===== config.mk =====
export PLATFORM = sky130hd
export DESIGN_NAME = load_store_unit
export DESIGN_NICKNAME = d
export VERILOG_FILES = /design/src/rtl/lsu_pkg.sv /design/src/rtl/load_align.sv /design/src/rtl/load_store_unit.sv
export SDC_FILE = /design/constraint.sdc
export NUM_CORES = 1
export LEC_CHECK = 0
export BUFFER_PORTS_ARGS = -buffer_cell sky130_fd_sc_hd__buf_2
export CORE_MARGIN = 5
export CORE_UTILIZATION = 51
export CTS_BUF_LIST = sky130_fd_sc_hd__clkbuf_2 sky130_fd_sc_hd__clkbuf_4 sky130_fd_sc_hd__clkbuf_8
export DETAILED_ROUTE_END_ITERATION = 16
export PLACE_DENSITY = 0.83
export SLEW_MARGIN = 15
export SYNTH_ARGS = -nofsm -noshare
export SYNTH_HDL_FRONTEND = slang
export SYNTH_SLANG_ARGS = --single-unit

===== constraint.sdc =====
create_clock -name clk -period 1.9 [get_ports clk]
set_input_delay 0.095 -clock clk [delete_from_list [all_inputs] [get_ports clk]]
set_output_delay 0.095 -clock clk [all_outputs]
set_load 0.05 [all_outputs]

===== src/rtl/lsu_pkg.sv =====
// Shared definitions for the load/store unit: funct3 codes, FSM states,
// byte-enable patterns and the lane helpers used on both the store and load paths.
package lsu_pkg;

    localparam logic [2:0] F3_B  = 3'b000;
    localparam logic [2:0] F3_H  = 3'b001;
    localparam logic [2:0] F3_W  = 3'b010;
    localparam logic [2:0] F3_BU = 3'b100;
    localparam logic [2:0] F3_HU = 3'b101;

    localparam logic [3:0] BE_BYTE0   = 4'b0001;
    localparam logic [3:0] BE_HALF_LO = 4'b0011;
    localparam logic [3:0] BE_HALF_HI = 4'b1100;
    localparam logic [3:0] BE_WORD    = 4'b1111;

    typedef enum logic [1:0] {
        IDLE,
        BUSY,
        DONE,
        FAULT
    } lsu_state_e;

    typedef enum logic [1:0] {
        SZ_BYTE,
        SZ_HALF,
        SZ_WORD
    } access_size_e;

    // Reserved funct3 encodings fall through to a full-word access.
    function automatic access_size_e size_of(input logic [2:0] f3);
        case (f3)
            F3_B, F3_BU: return SZ_BYTE;
            F3_H, F3_HU: return SZ_HALF;
            default:     return SZ_WORD;
        endcase
    endfunction

    function automatic logic is_aligned(input logic [2:0] f3, input logic [1:0] off);
        case (size_of(f3))
            SZ_BYTE: return 1'b1;
            SZ_HALF: return ~off[0];
            default: return (off == 2'b00);
        endcase
    endfunction

    function automatic logic [3:0] byte_enables(input logic [2:0] f3, input logic [1:0] off);
        case (size_of(f3))
            SZ_BYTE: return BE_BYTE0 << off;
            SZ_HALF: return off[1] ? BE_HALF_HI : BE_HALF_LO;
            default: return BE_WORD;
        endcase
    endfunction

    function automatic logic [31:0] store_lanes(input logic [2:0] f3, input logic [31:0] data);
        case (size_of(f3))
            SZ_BYTE: return {4{data[7:0]}};
            SZ_HALF: return {2{data[15:0]}};
            default: return data;
        endcase
    endfunction

endpackage


===== src/rtl/load_align.sv =====
// Combinational load path: picks the addressed byte/half lane out of the bus
// word and sign- or zero-extends it according to funct3.
module load_align
    import lsu_pkg::*;
(
    input  logic [31:0] i_rdata,
    input  logic [1:0]  i_offset,
    input  logic [2:0]  i_funct3,
    output logic [31:0] o_data
);

    logic [7:0]  w_byte;
    logic [15:0] w_half;
    logic        w_signExt;

    always_comb begin
        w_byte = 8'h00;
        case (i_offset)
            2'd0: w_byte = i_rdata[7:0];
            2'd1: w_byte = i_rdata[15:8];
            2'd2: w_byte = i_rdata[23:16];
            default: w_byte = i_rdata[31:24];
        endcase
        w_half    = i_offset[1] ? i_rdata[31:16] : i_rdata[15:0];
        w_signExt = ~i_funct3[2];

        case (size_of(i_funct3))
            SZ_BYTE: o_data = {{24{w_byte[7] & w_signExt}}, w_byte};
            SZ_HALF: o_data = {{16{w_half[15] & w_signExt}}, w_half};
            default: o_data = i_rdata;
        endcase
    end

endmodule


===== src/rtl/load_store_unit.sv =====
// Multi-cycle data-memory access stage: issues one request/acknowledge bus
// transaction per load/store, stalls the PC meanwhile, and reports misalignment or timeout.
module load_store_unit
    import lsu_pkg::*;
#(
    parameter int TIMEOUT_CYCLES = 255
)
(
    input  logic        clk,
    input  logic        rst,
    input  logic        mem_read,
    input  logic        mem_write,
    input  logic [2:0]  funct3,
    input  logic [31:0] addr,
    input  logic [31:0] store_data,
    output logic        stall,
    output logic [31:0] load_data,
    output logic        done,
    output logic        misaligned,
    output logic        bus_err,
    output logic        bus_req,
    output logic        bus_we,
    output logic [31:0] bus_addr,
    output logic [31:0] bus_wdata,
    output logic [3:0]  bus_be,
    input  logic        bus_ack,
    input  logic [31:0] bus_rdata
);

    localparam logic [7:0] LAST_COUNT = 8'(TIMEOUT_CYCLES - 1);

    lsu_state_e  r_state;
    lsu_state_e  w_nextState;
    logic [7:0]  r_count;
    logic        r_busReq;
    logic        r_we;
    logic [31:0] r_addr;
    logic [31:0] r_wdata;
    logic [3:0]  r_be;
    logic [2:0]  r_funct3;
    logic        r_done;
    logic        r_misaligned;
    logic        r_busErr;
    logic [31:0] r_loadData;

    logic        w_access;
    logic        w_aligned;
    logic        w_expired;
    logic        w_acked;
    logic [31:0] w_alignedData;

    assign w_access  = mem_read | mem_write;
    assign w_aligned = is_aligned(funct3, addr[1:0]);
    assign w_expired = (r_count == LAST_COUNT);
    assign w_acked   = (r_state == BUSY) && bus_ack;

    load_align u_load_align (
        .i_rdata  (bus_rdata),
        .i_offset (r_addr[1:0]),
        .i_funct3 (r_funct3),
        .o_data   (w_alignedData)
    );

    // An ack arriving on the expiry cycle still completes the access.
    always_comb begin
        w_nextState = r_state;
        stall       = 1'b0;
        case (r_state)
            IDLE: begin
                if (w_access) begin
                    stall       = 1'b1;
                    w_nextState = w_aligned ? BUSY : FAULT;
                end
            end
            BUSY: begin
                stall = 1'b1;
                if (bus_ack) begin
                    w_nextState = DONE;
                end else if (w_expired) begin
                    w_nextState = FAULT;
                end
            end
            DONE:    w_nextState = IDLE;
            FAULT:   w_nextState = IDLE;
            default: w_nextState = IDLE;
        endcase
        if (!rst) begin
            stall = 1'b0;
        end
    end

    always_ff @(posedge clk) begin
        if (!rst) begin
            r_state      <= IDLE;
            r_count      <= 8'd0;
            r_busReq     <= 1'b0;
            r_we         <= 1'b0;
            r_addr       <= 32'd0;
            r_wdata      <= 32'd0;
            r_be         <= 4'd0;
            r_funct3     <= 3'd0;
            r_done       <= 1'b0;
            r_misaligned <= 1'b0;
            r_busErr     <= 1'b0;
            r_loadData   <= 32'd0;
        end else begin
            r_state      <= w_nextState;
            r_busReq     <= (w_nextState == BUSY);
            r_done       <= w_acked;
            r_busErr     <= (r_state == BUSY) && !bus_ack && w_expired;
            r_misaligned <= (r_state == IDLE) && w_access && !w_aligned;
            r_count      <= (r_state == BUSY) ? r_count + 8'd1 : 8'd0;

            // Stores report zero; the extracted lane lives only for the DONE cycle.
            r_loadData <= (w_acked && !r_we) ? w_alignedData : 32'd0;

            if ((r_state == IDLE) && w_access && w_aligned) begin
                r_we     <= mem_write;
                r_addr   <= addr;
                r_be     <= byte_enables(funct3, addr[1:0]);
                r_wdata  <= store_lanes(funct3, store_data);
                r_funct3 <= funct3;
            end
        end
    end

    assign bus_req    = r_busReq;
    assign bus_we     = r_we;
    assign bus_addr   = {r_addr[31:2], 2'b00};
    assign bus_wdata  = r_wdata;
    assign bus_be     = r_be;
    assign done       = r_done;
    assign misaligned = r_misaligned;
    assign bus_err    = r_busErr;
    assign load_data  = r_loadData;

endmodule


# --- After elaboration in Yosys (flattened, before gate mapping) ---
# Index checks and enable logic that the tools add are counted.
word_totals:
  register_bits: 118
  input_bits: 104
  output_inout_bits: 106
classes:
  addsub: 1
  n_eq_ne: 16
  shifts: 1
  muxes: 19
  bitwise_logic: 5
  n_reduce_logical: 25
ops:
  columns: ["cell", "count"]
  rows:
  - ["$pmux W32 S2", 2]
  - ["$pmux W8 S3", 1]
  - ["$mux W16", 1]
  - ["$eq A2 B1 Y1 const B", 6]
  - ["$eq A3 B3 Y1 const B", 4]
  - ["$logic_not A2 Y1", 6]
  - ["$mux W2", 6]
  - ["$reduce_or A2 Y1", 5]
  - ["$add A8 B1 Y8 const B", 1]
  - ["$eq A8 B8 Y1 const B", 1]
  - ["$pmux W2 S2", 2]
  - ["$pmux W4 S2", 1]
  - ["$logic_and A1 B1 Y1", 7]
  - ["$eq A2 B2 Y1 const B", 3]
  - ["$eq A3 B1 Y1 const B", 2]
  - ["$logic_not A3 Y1", 2]
  - ["$pmux W2 S3", 1]
  - ["$mux W4", 1]
  - ["$pmux W1 S2", 2]
  - ["$reduce_and A2 Y1", 2]
  - ["$shl A1 B2 Y4 const A", 1]
  - ["$logic_not A1 Y1", 3]
  - ["$and A1 B1 Y1", 2]
  - ["$mux W1", 2]
  - ["other kinds (2)", 3]

# --- Longest topological paths before layout ---
# Gate-level depths: netlist of run 1.
depth:
  depth_word: 10
  ltp_mapped: 6
  depth_no_buf: 5

# --- By module ---
# From an unflattened synthesis of run 1, not the netlist that was laid out.
unflattened:
  cells_unflattened: 641
  area_unflattened_um2: 5941.9
by_module_without_submodules:
  columns: ["mod", "n_inst", "cells_each", "area_per_inst_um2", "seq_area_each_um2"]
  rows:
  - ["load_store_unit", 1, 519, 5119.9, 2362.3]
  - ["load_align", 1, 122, 822.0, 0.0]

# --- Least setup slack after synthesis of run 1 ---
# No wires, ideal clock.
synth_timing:
  path_type: "in2out"
  startpoint: "in mem_write"
  endpoint: "out stall"
  t_arrival_ps: 1728
  required_ps: 1805
  path_slack_ps: 77
  path_stages: 5
  cell_sequence: "or2_1 -> clkbuf_1 -> clkbuf_1 -> nor2_1 -> nor3_1"
synth_between:
  elab_chain_cells: 4
synth_rtl:
  columns: ["item", "line", "rtl"]
  rows:
  - ["from (decl)", "load_store_unit.sv:12", "input logic mem_write,"]
  - ["$or A1 B1 Y1", "load_store_unit.sv:52", "assign w_access = mem_read | mem_write;"]
  - ["$mux W1", "load_store_unit.sv:70", "if (w_access) begin"]
  - ["$pmux W1 S2", "load_store_unit.sv:68", "case (r_state)"]
  - ["$mux W1", "load_store_unit.sv:87", "if (!rst) begin"]
  - ["to (decl)", "load_store_unit.sv:16", "output logic stall,"]
# Every way passes these cells.

# --- Worst setup path in the final report of run 1 ---
layout_timing:
  startpoint: "in funct3[0]"
  endpoint: "reg r_addr[16]"
layout_between:
  elab_chain_cells: 6
layout_rtl:
  columns: ["item", "line", "rtl"]
  rows:
  - ["from (decl)", "load_store_unit.sv:13", "input logic [2:0] funct3,"]
  - ["$eq A3 B1 Y1, or another cell as far along", "lsu_pkg.sv:31", "case (f3)"]
  - ["$reduce_or A2 Y1", "lsu_pkg.sv:31", null]
  - ["$pmux W2 S2 (*)", "lsu_pkg.sv:31", null]
  - ["$eq A2 B1 Y1 or $logic_not A2 Y1 (tied branches)", "lsu_pkg.sv:39", "case (size_of(f3))"]
  - ["$pmux W1 S2 (*)", "lsu_pkg.sv:39", null]
  - ["$logic_and A1 B1 Y1 (*)", "load_store_unit.sv:117", "if ((r_state == IDLE) && w_access && w_aligned) begin"]
  - ["to (signal assigned)", "load_store_unit.sv:119", "r_addr <= addr;"]
  - ["to (decl)", "load_store_unit.sv:37", "logic [31:0] r_addr;"]
# Every way passes the cells marked *; elsewhere a longest branch is shown, timed or not.
# A chain may end at the register's enable or synchronous reset.

==> results of run 1 <==
[routing by layer]
| layer | vias up | part of all wire |
|---|---|---|
| li1 | 2597 | - |
| met1 | 2558 | 0.37 |
| met3 | 59 | 0.10 |
| met4 | 0 | 0.034 |
| met5 | - | 0 |
| met2 | 320 | 0.49 |
[kinds of logic after synthesis]
logic type,count (synthesis)
simple gates,170
compound gates,121
flops,118
buf+inv,107
mux,83
xor+xnor,3
fa+ha+maj,2
other cells,1
[cell type report]
class,count,area (um^2),share of cell area
clock inverter,9,147.6,0.01918
inverter,23,86.33,0.01122
tap,140,175.2,0.02276
sequential,118,2362,0.3069
timing repair buffer,307,2004,0.2604
clock buffer,23,297.8,0.03869
multi-input combinational,381,2624,0.3409
[power groups by stage]
| stage | sequential, mW | clock, mW | combinational [mW] |
|---|---|---|---|
| 2_1_floorplan | 3.12 | 0 | 0.889 |
| 3_3_place_gp | 2.78 | 0 | 1.56 |
| 3_5_place_dp | 2.79 | 0 | 1.60 |
| 4_1_cts | 2.73 | 2.60 | 1.73 |
| 5_1_grt | 2.76 | 2.72 | 1.86 |
| 6_report | 2.74 | 2.58 | 1.76 |
[sequential cells by signal (all words and copies together), names as in the netlist]
register    flops
r_funct3        3
misaligned      1
load_data      32
done            1
r_addr         32
bus_err         1
r_count         8
bus_be          4
bus_we          1
bus_req         1
r_state         2
bus_wdata      32
[Yosys cell counts (3+ instances only)]
| library cell | instances | share of area |
|---|---|---|
| a2111oi_0 | 6 | 0.0095 |
| a2111oi_1 | 10 | 0.018 |
| a211oi_1 | 9 | 0.012 |
| a21oi_1 | 8 | 0.0072 |
| a311oi_1 | 9 | 0.014 |
| a32o_1 | 8 | 0.014 |
| a41oi_1 | 17 | 0.027 |
| and2_1 | 3 | 0.0034 |
| buf_1 | 3 | 0.0020 |
| buf_2 | 7 | 0.0063 |
| buf_4 | 37 | 0.050 |
| clkbuf_1 | 35 | 0.024 |
| dfxtp_1 | 118 | 0.43 |
| inv_1 | 21 | 0.014 |
| mux2_1 | 8 | 0.016 |
| mux2i_1 | 73 | 0.13 |
| nand2_1 | 113 | 0.076 |
| nand2b_1 | 11 | 0.012 |
| nand3_1 | 5 | 0.0045 |
| nor2_1 | 13 | 0.0088 |
| nor3_1 | 6 | 0.0054 |
| o211ai_1 | 9 | 0.012 |
| o21ai_0 | 22 | 0.020 |
| o221a_1 | 8 | 0.016 |
| or3_1 | 3 | 0.0034 |
[layout by cell type (no fill, tap or decap), types with 3 or more instances in the layout]
cell type / n
nor2_1: 13
a2111oi_1: 10
a311oi_1: 9
clkbuf_4: 3
inv_1: 21
buf_4: 19
clkinv_2: 4
a32o_1: 8
mux2_1: 8
o221a_1: 8
a41oi_1: 17
nand2b_1: 11
nand3_1: 5
nand2_1: 113
bufinv_16: 4
a2111oi_0: 6
nor3_1: 6
clkbuf_8: 20
dfxtp_1: 118
a21oi_1: 8
dlygate4sd3_1: 81
o211ai_1: 9
mux2i_1: 73
or3_1: 3
and2_1: 3
o21ai_0: 22
buf_2: 206
a211oi_1: 9
[worst max-delay path: stages]
cell and delay (ns):
dlygate4sd3_1 0.55, buf_2 0.17, o21a_1 0.23, nor4_4 0.34
buf_4 0.38, mux2i_1 0.26
[how the worst min path moves through the flow]
stage / from / to / slack, ns / cells past startpoint
6_report: store_data[19] / bus_wdata[19] / 0.03 / 3
5_1_grt: store_data[19] / bus_wdata[19] / 0.04 / 3
4_1_cts: store_data[19] / bus_wdata[19] / 0.01 / 3
3_5_place_dp: bus_rdata[1] / load_data[1] / 0.34 / 2
3_3_place_gp: bus_rdata[4] / load_data[4] / 0.34 / 2
2_1_floorplan: bus_ack / done / 0.22 / 1
[stage by stage]
stage | hold slack, ns | worst slack [ns] | util
global placement | 0.3364 | 0.3727 | 0.5994
global route | 0.03531 | 0.1168 | 0.7163
detailed placement | 0.3418 | 0.2372 | 0.5994
CTS | 0.009978 | 0.2202 | 0.7163
finish | 0.02715 | 0.2048 | 0.7163
floorplan | 0.2167 | 0.07686 | -
==> reports/qor.txt, run 1 <==
# DRC -> 0
share of cells above drive strength 1 -> 0.3113
measured slew at the worst slew-check pin -> 0.5959 ns
Max Freq -> 589.9 MHz
Post-DP Area -> 6441 um^2
via count -> 5534
Layout fillers -> 781
GR Layer Usage met2 -> 0.4844
CTS tree -> done
Pins Over Slew Limit -> 0
CP endpoint kind -> flop
final wirelength -> 18330 um
origin of the worst setup path -> funct3[0]
flops & latches, synth -> 118
crit path kind -> primary input to flop
Critical R2R Capture -> r_addr[16]
remaining global-route overflow -> 0
Die Wd -> 114.3 um
cts repair resizes -> 0
dpl hpwl -> 11760 um
Clock power frac -> 0.364
Vias/cell -> 5.528
met3 Resource Use GR -> 0.08457
hold buffer count at CTS -> 81
sequential share of power -> 0.387
Max-Slew Margin vs Limit -> 0.6001
worst min-delay path class -> primary input to flop
global placer's final weighted congestion -> 0.9445
Total Neg Setup Slack -> 0 ns
WL/cell -> 18.31 um
input/output buffers -> 207
Core ar. -> 10750 um^2
DR iter-0 viols -> 553
status -> completed
Finish-stage setup viols -> 0
Crit Path Max Fanout -> 19
vias in the first global route -> 5799
Psw -> 2.269 mW
Rows -> 38
Clk pin slew, worst setup/hold paths -> 0.07 ns
IO Pins -> 210
CTS Buf Count -> 17
register area share after synthesis -> 0.4259
Distinct cells, synth -> 54
Post-Synth Adder-Cell Area -> 0.004512
Compound-Gate Fraction of Synth Area -> 0.1728
placed cell count -> 888
largest family of logic cells by synthesized area -> compound AO/OA/AOI/OAI gates
post-synthesis cell area -> 5547 um^2
r2r setup slk -> 0.24 ns
Worst EP required -> 2.25 ns
minimum clock period after layout -> 1.695 ns
Initial Utilization -> 0.5162
Final Cell Area -> 7697 um^2
Syn Area/Cell -> 9.168 um^2
mux share of post-synthesis cell area -> 0.1520
switching share of power -> 0.3208
Synth async-reset ratio -> 0
postcts setup bufs -> 0
synthesized instance count -> 605
largest net degree at the start of global routing -> 40
Pleak -> 3.518 nW
max cap viols -> 0
combinational power share -> 0.248
CTS sink cnt -> 118
Top FF cell, synth -> dfxtp_1
antenna viol nets, final -> 0
WP data arrival -> 2.05 ns
Die ar. -> 13060 um^2
fin crit share -> 0.8922
Final Skew -> 0.008547 ns
H-tree level count -> 4
Total Routing Usage GR -> 0.2813
Non-Filler Instances -> 1001
Pint -> 4.805 mW
RSZ-0062 raised after global routing -> no
synth-to-layout area growth -> 38.78%
clock tree buffer depth -> 2
met1 Usage GRT -> 0.3138
XOR/XNOR Fraction of Synth Area -> 0.004737
Startpoint Class -> primary input
first-pass GRT wire length -> 29210 um
clk root buf -> clkbuf_8
Post-Synth Simple-Gate Area -> 0.1376
Power Density -> 919.1 nW/um^2
reg2reg path depth -> 4
Nets -> 954
DRT Pass-1 Iters -> 5
GR peak layer -> met2
Worst Setup EP -> r_addr[16]
initial antenna violation count -> 0
Hold Vio Cnt, Final -> 0
Ant. Diodes -> 0
worst skew pair latency -> 0.43 ns
worst r2r src -> r_state[1]
Peak VDD IR -> 0.4917 mV
EDFF count, synth -> 0
Chip Height -> 114.3 um
Ys Warns -> 0
Power Total -> 7.074 mW
No activity file was read; power rests on OpenSTA's default activity.
==> run 2, diff against run 1 <==
- CORE_MARGIN: 5 -> unset
==> run 2 against run 1 <==
Net effect: register-to-register slack is essentially flat; wire length shrank 8.2%; critical path type is now primary input to output pin; maximum frequency shrank 5.0%; non-clock buffer count grew 1; sequential cell count is the same.
==> reports/qor.txt, run 2 (same netlist as run 1, synthesis figures left out) <==
CTS tree -> done (unchanged)
share of cells above drive strength 1 -> 0.3121 (was 0.3113)
Die ar. -> 11300 um^2 (was 13060 um^2)
origin of the worst setup path -> mem_write (was funct3[0])
Non-Filler Instances -> 1000 (was 1001)
clk root buf -> clkbuf_8 (unchanged)
dpl hpwl -> 10570 um (was 11760 um)
Power Density -> 893.8 nW/um^2 (was 919.1 nW/um^2)
WP data arrival -> 1.69 ns (was 2.05 ns)
Final Skew -> 0.01047 ns (was 0.008547 ns)
first-pass GRT wire length -> 26390 um (was 29210 um)
commonest non-fill, non-tap cell in the layout -> buf_2 (unchanged)
input/output buffers -> 207 (unchanged)
postcts setup bufs -> 0 (unchanged)
Critical R2R Capture -> load_data[31] (was r_addr[16])
Worst Hold Launch -> store_data[16] (was store_data[19])
worst skew pair latency -> 0.43 ns (about the same)
worst min-delay path class -> primary input to flop (unchanged)
commonest non-fill, non-tap cells in the layout -> buf_2, dfxtp_1, nand2_1, dlygate4sd3_1, mux2i_1 (unchanged)
Rows -> 37 (was 38)
hold buffer count at CTS -> 81 (unchanged)
crit path kind -> primary input to output pin (was primary input to flop)
fin crit share -> 0.9397 (was 0.8922)
# DRC -> 0 (unchanged)
WL/cell -> 16.83 um (was 18.31 um)
CTS sink cnt -> 118 (unchanged)
max cap viols -> 0 (unchanged)
via count -> 5481 (was 5534)
placed cell count -> 885 (was 888)
Max Freq -> 560.1 MHz (was 589.9 MHz)
status -> completed (unchanged)
RSZ-0062 raised after global routing -> no (unchanged)
H-tree level count -> 4 (unchanged)
Die Wd -> 106.3 um (was 114.3 um)
largest net degree at the start of global routing -> 103 (was 40)
Total Routing Usage GR -> 0.2985 (was 0.2813)
setup ws final -> 0.1147 ns (was 0.2048 ns)
Hold Crit Depth -> 3 (unchanged)
Finish-stage setup viols -> 0 (unchanged)
Layout fillers -> 714 (was 781)
cts repair resizes -> 0 (unchanged)
Peak VDD IR -> 0.4699 mV (was 0.4917 mV)
DRT Pass-1 Iters -> 5 (unchanged)
Hold EP -> bus_wdata[16] (was bus_wdata[19])
Hold Vio Cnt, Final -> 0 (unchanged)
final wirelength -> 16830 um (was 18330 um)
Power Total -> 6.868 mW (was 7.074 mW)
worst r2r src -> r_addr[0] (was r_state[1])
Clk pin slew, worst setup/hold paths -> 0.07 ns (about the same)
DR iter-0 viols -> 358 (was 553)
IO Pins -> 210 (unchanged)
r2r setup slk -> 0.25 ns (was 0.24 ns)
Initial Utilization -> 0.5325 (was 0.5162)
CTS Buf Count -> 17 (unchanged)
vias in the first global route -> 5582 (was 5799)
Nets -> 955 (was 954)
Worst EP required -> 1.80 ns (was 2.25 ns)
reg2reg path depth -> 4 (unchanged)
Core ar. -> 10420 um^2 (was 10750 um^2)
synth-to-layout area growth -> 38.53% (was 38.78%)
pre-CTS WS -> 0.2508 ns (was 0.2372 ns)
Max-Slew Margin vs Limit -> 0.6111 (was 0.6001)
measured slew at the worst slew-check pin -> 0.5802 ns (was 0.5959 ns)
Chip Height -> 106.3 um (was 114.3 um)
Vias/cell -> 5.481 (was 5.528)
Pleak -> 3.513 nW (was 3.518 nW)
antenna viol nets, final -> 0 (unchanged)
Crit Path Max Fanout -> 8 (was 19)
remaining global-route overflow -> 0 (unchanged)
initial antenna violation count -> 2 (was 0)
Total Neg Setup Slack -> 0 ns (unchanged)
global placer's final weighted congestion -> 0.8695 (was 0.9445)
minimum clock period after layout -> 1.785 ns (was 1.695 ns)
CP endpoint kind -> output pin (was flop)
Startpoint Class -> primary input (unchanged)
clock tree buffer depth -> 2 (unchanged)
Pins Over Slew Limit -> 0 (unchanged)
[run 2: area by class of cell]
class,instances,area (um^2),area share
diodes,2,5.005,0.0006514
clock buffers,22,284.0,0.03696
clock inverters,10,127.6,0.01661
inverters,23,86.33,0.01124
multi-input cells,381,2624,0.3415
flip-flops and latches,118,2362,0.3074
well taps,136,170.2,0.02215
repair buffers,308,2024,0.2635
[run 2: metrics by stage]
step / cell area [um^2] / hold slack [ns] / utilization
2_1_floorplan: 5550 / 0.2167 / -
3_3_place_gp: 6456 / 0.3346 / 0.6198
3_5_place_dp: 6456 / 0.3419 / 0.6198
4_1_cts: 7679 / 0.005244 / 0.7372
5_1_grt: 7681 / 0.02675 / 0.7374
6_report: 7684 / 0.02431 / 0.7377
[run 2: how the worst max path moves through the flow]
stage / slack, ns / end
2_1_floorplan: 0.08 / stall
3_3_place_gp: 0.41 / r_addr[12]
3_5_place_dp: 0.25 / load_data[31]
4_1_cts: 0.13 / stall
5_1_grt: 0.02 / stall
6_report: 0.11 / stall
[run 2: critical path: stages]
cell,delay (ns)
dlygate4sd3_1,0.54
buf_2,0.12
or2_1,0.26
nor2_1,0.07
nor3_1,0.27
buf_2,0.33
[run 2: report_power, final]
part | leakage, nW | total [mW] | switching, mW | internal, mW
registers | 0.962 | 2.73 | 0.0949 | 2.64
clock network | 0.216 | 2.38 | 0.987 | 1.40
logic | 2.33 | 1.75 | 1.15 | 0.601
total | 3.51 | 6.87 | 2.23 | 4.64
[run 2: per-layer routing]
metal | GRT usage | part of all wire
met1 | 0.3148 | 0.39
met2 | 0.5348 | 0.50
met3 | 0.09749 | 0.088
met4 | 0.1389 | 0.029
met5 | 0 | 0
